$ cat src/rtl/rotate_ddram_arbiter.sv
// Write-side DDRAM scheduler for the screen rotator: buffers single-pixel writes
// in a FIFO and fills idle port slots with a background framebuffer clear.
module rotate_ddram_arbiter #(
    parameter logic [6:0]  MEM_BASE   = 7'b0010010,
    parameter int          FIFO_DEPTH = 16,
    parameter logic [31:0] FILL_COLOR = 32'h00000000
) (
    input  logic        CLK_VIDEO,
    input  logic        RESET_N,
    input  logic        px_wr,
    input  logic [1:0]  px_fb,
    input  logic [22:0] px_addr,
    input  logic [31:0] px_data,
    output logic        px_full,
    input  logic        clr_start,
    input  logic [1:0]  clr_fb,
    input  logic [19:0] clr_words,
    output logic        clr_busy,
    output logic [15:0] drop_cnt,
    output logic        DDRAM_CLK,
    input  logic        DDRAM_BUSY,
    output logic [7:0]  DDRAM_BURSTCNT,
    output logic [28:0] DDRAM_ADDR,
    output logic [63:0] DDRAM_DIN,
    output logic [7:0]  DDRAM_BE,
    output logic        DDRAM_WE,
    output logic        DDRAM_RD
);
    localparam int AW = $clog2(FIFO_DEPTH);
    localparam logic [AW:0] FULL_CNT = (AW+1)'(FIFO_DEPTH);

    typedef struct packed {
        logic [1:0]  fb;
        logic [20:0] addr;
        logic [31:0] data;
    } px_ent_t;

    typedef enum logic {CLR_IDLE, CLR_RUN} clr_state_t;

    px_ent_t       fifo_mem [FIFO_DEPTH];
    px_ent_t       head;
    logic [AW-1:0] wr_ptr, rd_ptr;
    logic [AW:0]   count, count_nxt;
    logic          push, pop, slot, fifo_empty;

    clr_state_t    clr_state;
    logic [1:0]    clr_fb_q;
    logic [19:0]   clr_words_q, clr_ptr;
    logic          cur_last;
    logic          unused_addr_lsb;

    assign DDRAM_CLK       = CLK_VIDEO;
    assign DDRAM_BURSTCNT  = 8'd1;
    assign DDRAM_RD        = 1'b0;
    assign clr_busy        = (clr_state == CLR_RUN);
    assign unused_addr_lsb = ^px_addr[1:0];

    // A slot is any edge where the command register is free or being accepted.
    assign slot       = !DDRAM_WE || !DDRAM_BUSY;
    assign fifo_empty = (count == '0);
    assign push       = px_wr && !px_full;
    assign pop        = slot && !fifo_empty;
    assign head       = fifo_mem[rd_ptr];

    always_comb begin
        count_nxt = count;
        if (push && !pop)
            count_nxt = count + 1'b1;
        else if (!push && pop)
            count_nxt = count - 1'b1;
    end

    always_ff @(posedge CLK_VIDEO) begin
        if (push)
            fifo_mem[wr_ptr] <= {px_fb, px_addr[22:2], px_data};
    end

    always_ff @(posedge CLK_VIDEO or negedge RESET_N) begin
        if (!RESET_N) begin
            wr_ptr      <= '0;
            rd_ptr      <= '0;
            count       <= '0;
            px_full     <= 1'b0;
            drop_cnt    <= '0;
            clr_state   <= CLR_IDLE;
            clr_fb_q    <= '0;
            clr_words_q <= '0;
            clr_ptr     <= '0;
            cur_last    <= 1'b0;
            DDRAM_WE    <= 1'b0;
            DDRAM_ADDR  <= '0;
            DDRAM_DIN   <= '0;
            DDRAM_BE    <= '0;
        end else begin
            count   <= count_nxt;
            px_full <= (count_nxt == FULL_CNT);
            if (push)
                wr_ptr <= wr_ptr + 1'b1;
            if (px_wr && px_full && drop_cnt != 16'hFFFF)
                drop_cnt <= drop_cnt + 1'b1;

            case (clr_state)
                CLR_IDLE:
                    if (clr_start && clr_words != '0) begin
                        clr_state   <= CLR_RUN;
                        clr_fb_q    <= clr_fb;
                        clr_words_q <= clr_words;
                        clr_ptr     <= '0;
                    end
                CLR_RUN:
                    if (slot && cur_last)
                        clr_state <= CLR_IDLE;
                default: clr_state <= CLR_IDLE;
            endcase

            // Pixels take priority; the clear pointer only moves when it wins a slot.
            if (slot) begin
                cur_last <= 1'b0;
                if (!fifo_empty) begin
                    rd_ptr     <= rd_ptr + 1'b1;
                    DDRAM_WE   <= 1'b1;
                    DDRAM_ADDR <= {MEM_BASE, head.fb, head.addr[20:1]};
                    DDRAM_BE   <= head.addr[0] ? 8'hF0 : 8'h0F;
                    DDRAM_DIN  <= {head.data, head.data};
                end else if (clr_state == CLR_RUN && clr_ptr != clr_words_q) begin
                    DDRAM_WE   <= 1'b1;
                    DDRAM_ADDR <= {MEM_BASE, clr_fb_q, clr_ptr};
                    DDRAM_BE   <= 8'hFF;
                    DDRAM_DIN  <= {FILL_COLOR, FILL_COLOR};
                    clr_ptr    <= clr_ptr + 1'b1;
                    cur_last   <= (clr_ptr == clr_words_q - 1'b1);
                end else begin
                    DDRAM_WE <= 1'b0;
                end
            end
        end
    end
endmodule

$ cat config.mk
export PLATFORM = sky130hd
export DESIGN_NAME = rotate_ddram_arbiter
export DESIGN_NICKNAME = d
export VERILOG_FILES = /design/src/rtl/rotate_ddram_arbiter.sv
export SDC_FILE = /design/constraint.sdc
export NUM_CORES = 1
export LEC_CHECK = 0
export CORE_MARGIN = 4
export CORE_UTILIZATION = 40
export CTS_BUF_LIST = sky130_fd_sc_hd__clkbuf_4 sky130_fd_sc_hd__clkbuf_8
export CTS_CLUSTER_SIZE = 8
export DETAILED_ROUTE_END_ITERATION = 8
export DONT_BUFFER_PORTS = 1
export GPL_TIMING_DRIVEN = 0
export PLACE_DENSITY = 0.52
export SLEW_MARGIN = 20
export SYNTH_ARGS = -nofsm -noshare
export SYNTH_HDL_FRONTEND = slang
export SYNTH_SLANG_ARGS = --single-unit
$ cat constraint.sdc
create_clock -name CLK_VIDEO -period 7.04 [get_ports CLK_VIDEO]
set_input_delay 0.704 -clock CLK_VIDEO [delete_from_list [all_inputs] [get_ports CLK_VIDEO]]
set_output_delay 0.704 -clock CLK_VIDEO [all_outputs]
set_load 0.03 [all_outputs]
==> results.cfg, run 1 <==
[cts]
cts_tree = done
clk_pin_slew_ns = 0.05
postCtsHoldBufs = 81
post_cts_buffers = 0
cts_resized = 0
clock_latency_ns = 0.94

[synthesis]
synthCells = 1908
synth_top_area_share_pct = 66.2
synth_ff_type = edfxtp_1
syn-cell-area_sq_um = 39900
async_flop_share_pct = 13.0
syn_avg_cell_area_sq_um = 20.9
synthDistinctLibCells = 66
yosysSeqAreaShare_pct = 74.4
synth.largest_area_cell = edfxtp_1
synth_edf_count = 880
ys_warn_count = 0
synth-seq-cells = 1012
ys_top_cells_by_area = edfxtp_1 66%, mux4_2 16%, dfrtp_1 8.3%

[job]
cap_viol_max_count = 0

[critical_path]
cpMostUsedCell = clkbuf_8
required_ns = 6.34
r2r_end = DDRAM_DIN[50]
reg2reg_slack_ns = 3.25
path_buf_inv = 3
end_kind = primary output
startpoint_type = clock port
path_cells = clkbuf_8 -> clkbuf_8 -> buf_4
worst_path_max_delay_cell = buf_4
cp.arrival_ns = 3.90
critical_path_cell_count = 3
reg2reg_from = rd_ptr[2]
critPathTopFamily = buffers and inverters
max_stage_delay_ns = 0.15
r2r_cells = 6
critPathKind = clk2out
cp_max_fo = 4

[placement]
place_ws_ns = 2.67
dp_hpwl_um = 68200
place.gp.congestion = 0.830
port_buffers = 0

[grt]
track_usage_pct = 19.8
grt_pass1_wl_um = 147000
antenna_found_initial = 13
grt_start_max_net_pins = 133
grt_overflow = 0
grt_pass1_vias = 21234

[final_layout]
final_nets = 2353
postLayoutCoreUtil_pct = 48.2
drive_above_1_share_pct = 33.8
final_cell_mix = 880 x edfxtp_1, 275 x mux4_2, 189 x clkbuf_8
final_common_cell = edfxtp_1
syn_to_final_growth_pct = 19.1

[routing]
drc = 0
detail_route.vias_per_cell = 5.40
routed_wl_um = 102000
firstDrtPassIters = 5
wl_per_cell_um = 27.6
drt_iter0_drc = 1474
num_vias = 19958
detail-route-antenna-nets = 0

[floorplanning]
row_count = 115
die_y_um = 324
initial_utilization_pct = 40.5
num_io_pins = 214
die_w_um = 324
core_sq_um = 98700
die-area_sq_um = 105000

[sta]
finalClockSkew_ns = 0.0481
setup_ws_ns = 2.43
setup_tns_ns = 0
max-slew-margin-rel_pct = 24.1
setup_viol = 0
finalHoldViolations = 0
rsz0062_at_grt = false
worst_slew_pin_slew_ns = 1.14
slew_violations = 0

[hold_path]
hold_path_end = clr_words_q[7]
hp-start = clr_start
min_path_type = in2reg
holdPathStages = 3

[status]
status = finished, final reports clean

[pwr]
worst_ir_drop_vdd_mv = 0.235
p_per_area_nw_per_um2 = 398
p_leak_nw = 15.9
==> state kept, by name, indices dropped and copies added (netlist names) <==
signal       cells
DDRAM_ADDR      23
DDRAM_BE         2
DDRAM_DIN       32
DDRAM_WE         1
clr_busy         1
clr_fb_q         2
clr_ptr         20
clr_words_q     20
count            5
cur_last         1
drop_cnt        16
fifo_mem       880
px_full          1
rd_ptr           4
wr_ptr           4
==> synth_stat cells, types with 4 or more instances <==
library cell    n
clkbuf_1       46
nand2_1       104
buf_2          38
a21oi_1         4
o31ai_1         8
nand3_1        14
nor3_1         12
dfrtp_1       132
buf_1           5
ha_1           10
a22o_1         32
edfxtp_1      880
xnor2_1        42
mux4_2        275
o211ai_1        8
nor4_4          4
a31oi_1        24
nor2_1         46
inv_1          11
nand4_1        13
and2_1          6
mux2i_1        10
xor2_1         15
and3_1          5
nand2b_1       10
mux2_2         21
buf_4          60
o21ai_0         5
nor4_1         11
==> routing by layer <==
layer / track usage [%] / vias to the layer above / part of all wire (%)
li1: - / 8531 / -
met1: 25.2 / 10680 / 41
met2: 33.6 / 593 / 51
met3: 5.00 / 150 / 6.1
met4: 6.12 / 4 / 1.9
met5: 0 / - / 0.025
==> tightest hold or removal path, delay by kind of cell <==
kind / cells / cell delay [ns]
and+or+nand+nor: 3 / 0.28
==> layout make-up <==
cell class | count | area [sq um]
Antenna cell | 10 | 25.0
Clock inverter | 43 | 314
Fill cell | 8239 | 51200
Multi-Input combinational cell | 745 | 9450
Buffer | 152 | 868
Inverter | 11 | 41.3
Sequential cell | 1012 | 29700
Tap cell | 1287 | 1610
Timing Repair Buffer | 165 | 2310
Clock buffer | 268 | 3190
==> how the worst max path moves through the flow <==
stage	from	to	slack, ns
floorplan	px_wr	fifo_mem[3][0]	1.40
global placement	px_wr	fifo_mem[3][21]	-4.89
detailed placement	CLK_VIDEO	DDRAM_CLK	2.67
CTS	CLK_VIDEO	DDRAM_CLK	2.43
global route	CLK_VIDEO	DDRAM_CLK	2.42
finish	CLK_VIDEO	DDRAM_CLK	2.43
==> through the flow <==
step	hold WS, ns	std cells	area (sq um)	power (W)
after CTS	0.0118	3683	47500	0.0192
after detailed placement	0.416	3291	43200	0.0138
after global placement	0.418	3207	41600	0.0135
after global routing	0.0557	3688	47500	0.0198
final	0.103	3693	47500	0.0189
after floorplan	0.408	1920	40000	0.0118
==> cell families after synthesis <==
kind of cell | after synthesis | share of synthesized area, %
flip-flops | 1012 | 74.4
XOR/XNOR | 58 | 1.31
buffers and inverters | 163 | 2.27
other | 2 | 0.0188
AO/OA/AOI/OAI | 104 | 2.02
adder cells (fa/ha/maj) | 10 | 0.313
AND/OR/NAND/NOR | 253 | 3.27
multiplexers | 306 | 16.4
==> report_power, final <==
part,total (W),internal (W),switching (W)
clock,0.00530,0.00294,0.00236
sequential,0.00803,0.00730,0.000728
combinational,0.00558,0.00255,0.00303
Power figures use the tool's default switching activity.
==> inputs of run 2 (changes only) <==
==> constraint.sdc (replaced) <==
create_clock -name CLK_VIDEO -period 4.49 [get_ports CLK_VIDEO]
set_input_delay 0.449 -clock CLK_VIDEO [delete_from_list [all_inputs] [get_ports CLK_VIDEO]]
set_output_delay 0.449 -clock CLK_VIDEO [all_outputs]
set_load 0.03 [all_outputs]
==> run 2 against run 1 <==
Effect of this change:
- cell count fell by 0.62%
- hold slack better by 0.025 ns
- critical path depth increased by 3
- count of clock-buffer cells in the layout is 7 lower
- non-clock buffer count is 19 lower
- global-route usage fell by 0.30 points
- register-to-register slack lost 2.5 ns
- highest routed layer unchanged
==> results.cfg, run 2 (synthesized netlist as in run 1, its figures left out) <==
[critical_path]
required_ns = 5.29
cp_max_fo = 10
end_kind = register
cp.arrival_ns = 4.54
critPathKind = reg2reg
startpoint_type = register

[floorplanning]
die-area_sq_um = 105000
die_y_um = 324
initial_utilization_pct = 40.5
die_w_um = 324
num_io_pins = 214
core_sq_um = 98700
row_count = 115

[routing]
num_vias = 19927
firstDrtPassIters = 5
detail_route.vias_per_cell = 5.43
routed_wl_um = 101000
wl_per_cell_um = 27.4
detail-route-antenna-nets = 0
drc = 0
drt_iter0_drc = 1570

[sta]
max-slew-margin-rel_pct = 28.6
rsz0062_at_grt = false
period_needed_ns = 3.73
max_freq_mhz = 268
setup_viol = 0
finalHoldViolations = 0
setup_ws_ns = 0.757
worst_slew_pin_slew_ns = 1.07
setup_tns_ns = 0
post-route-period-util_pct = 83.1
slew_violations = 0
finalClockSkew_ns = 0.0577

[final_layout]
syn_to_final_growth_pct = 18.7
largestRegisters = fifo_mem x880, DDRAM_DIN x32, DDRAM_ADDR x23
multiInputGateArea_sq_um = 9480
regArea_sq_um = 29700
fill_cells = 8218
top_register = fifo_mem
final_cell_mix = 880 x edfxtp_1, 275 x mux4_2, 187 x clkbuf_8
largest_register_ff_count = 880
final_common_cell = edfxtp_1
fin_cells = 3670
final_nets = 2334
drive_above_1_share_pct = 33.0

[placement]
place_ws_ns = 0.631
place.gp.congestion = 0.838
dp_hpwl_um = 66800
port_buffers = 0
dpl.cell_count = 3270

[grt]
grt_pass1_wl_um = 146000
grt_start_max_net_pins = 133
track_usage_pct = 19.5
grt_overflow = 0
antenna_found_initial = 10
grt_pass1_vias = 21215

[cts]
cts_resized = 0
clk_pin_slew_ns = 0.06
cts_tree = done
clock_latency_ns = 0.94

[status]
status = finished, final reports clean

[job]
cap_viol_max_count = 0

[pwr]
p_leak_nw = 15.8
p_per_area_nw_per_um2 = 627
worst_ir_drop_vdd_mv = 0.347

[hold_path]
min_path_type = in2reg
run 2: report_power, final:
group / leakage (nW) / internal, W / switching [W]
sequential: 9.59 / 0.0114 / 0.00115
combinational: 4.35 / 0.00395 / 0.00468
clock: 1.89 / 0.00477 / 0.00374
run 2: repair_timing:
| action | CTS | global route |
|---|---|---|
| endpoints found under the hold margin | 1064 | 0 |
| hold buffers | 83 | 0 |
| buffers inserted | 0 | 0 |
run 2: cell type report:
type | instances | area share, %
diodes | 9 | 0.0475
clock buffers | 261 | 6.60
repair buffers | 146 | 4.47
multi-input cells | 745 | 20.0
well taps | 1287 | 3.40
inverters | 11 | 0.0871
plain buffers | 152 | 1.83
clock inverters | 47 | 0.897
flip-flops and latches | 1012 | 62.7
run 2: routing by layer:
layer | global-route usage (%) | vias to the layer above | wire length, um
met5 | 0 | - | 12
met4 | 5.71 | 2 | 1800
met1 | 25.1 | 10716 | 41300
li1 | - | 8493 | -
met2 | 33.5 | 574 | 51500
met3 | 4.17 | 142 | 5890
run 2: metrics by stage:
step	util (%)	hold WS [ns]	instance area [sq um]	power (W)
floorplan	-	0.153	40000	0.0185
global placement	42.2	0.163	41600	0.0211
detailed placement	43.6	0.162	43000	0.0215
CTS	48.0	0.0174	47400	0.0302
global route	48.0	0.112	47400	0.0312
finish	48.0	0.129	47400	0.0297
run 2: path summary, 6_finish.rpt:
kind,startpoint,endpoint,slack [ns],depth (start not counted)
min in group asynchronous,RESET_N,DDRAM_DIN[59],0.20,2
setup / recovery,rd_ptr[2],DDRAM_DIN[37],0.76,6
setup reg to reg,rd_ptr[2],DDRAM_DIN[37],0.76,6
max in group asynchronous,RESET_N,wr_ptr[3],3.58,2
hold / removal,px_wr,count[2],0.13,4
hold reg to reg,clr_fb_q[1],clr_fb_q[1],0.52,1
run 2: worst max-delay path: stages (launching register included):
cell and delay (ns):
dfrtp_1 0.32, clkbuf_1 0.50, clkbuf_1 0.83, buf_1 0.77, mux4_2 0.42, mux4_2 0.56, a22o_1 0.20
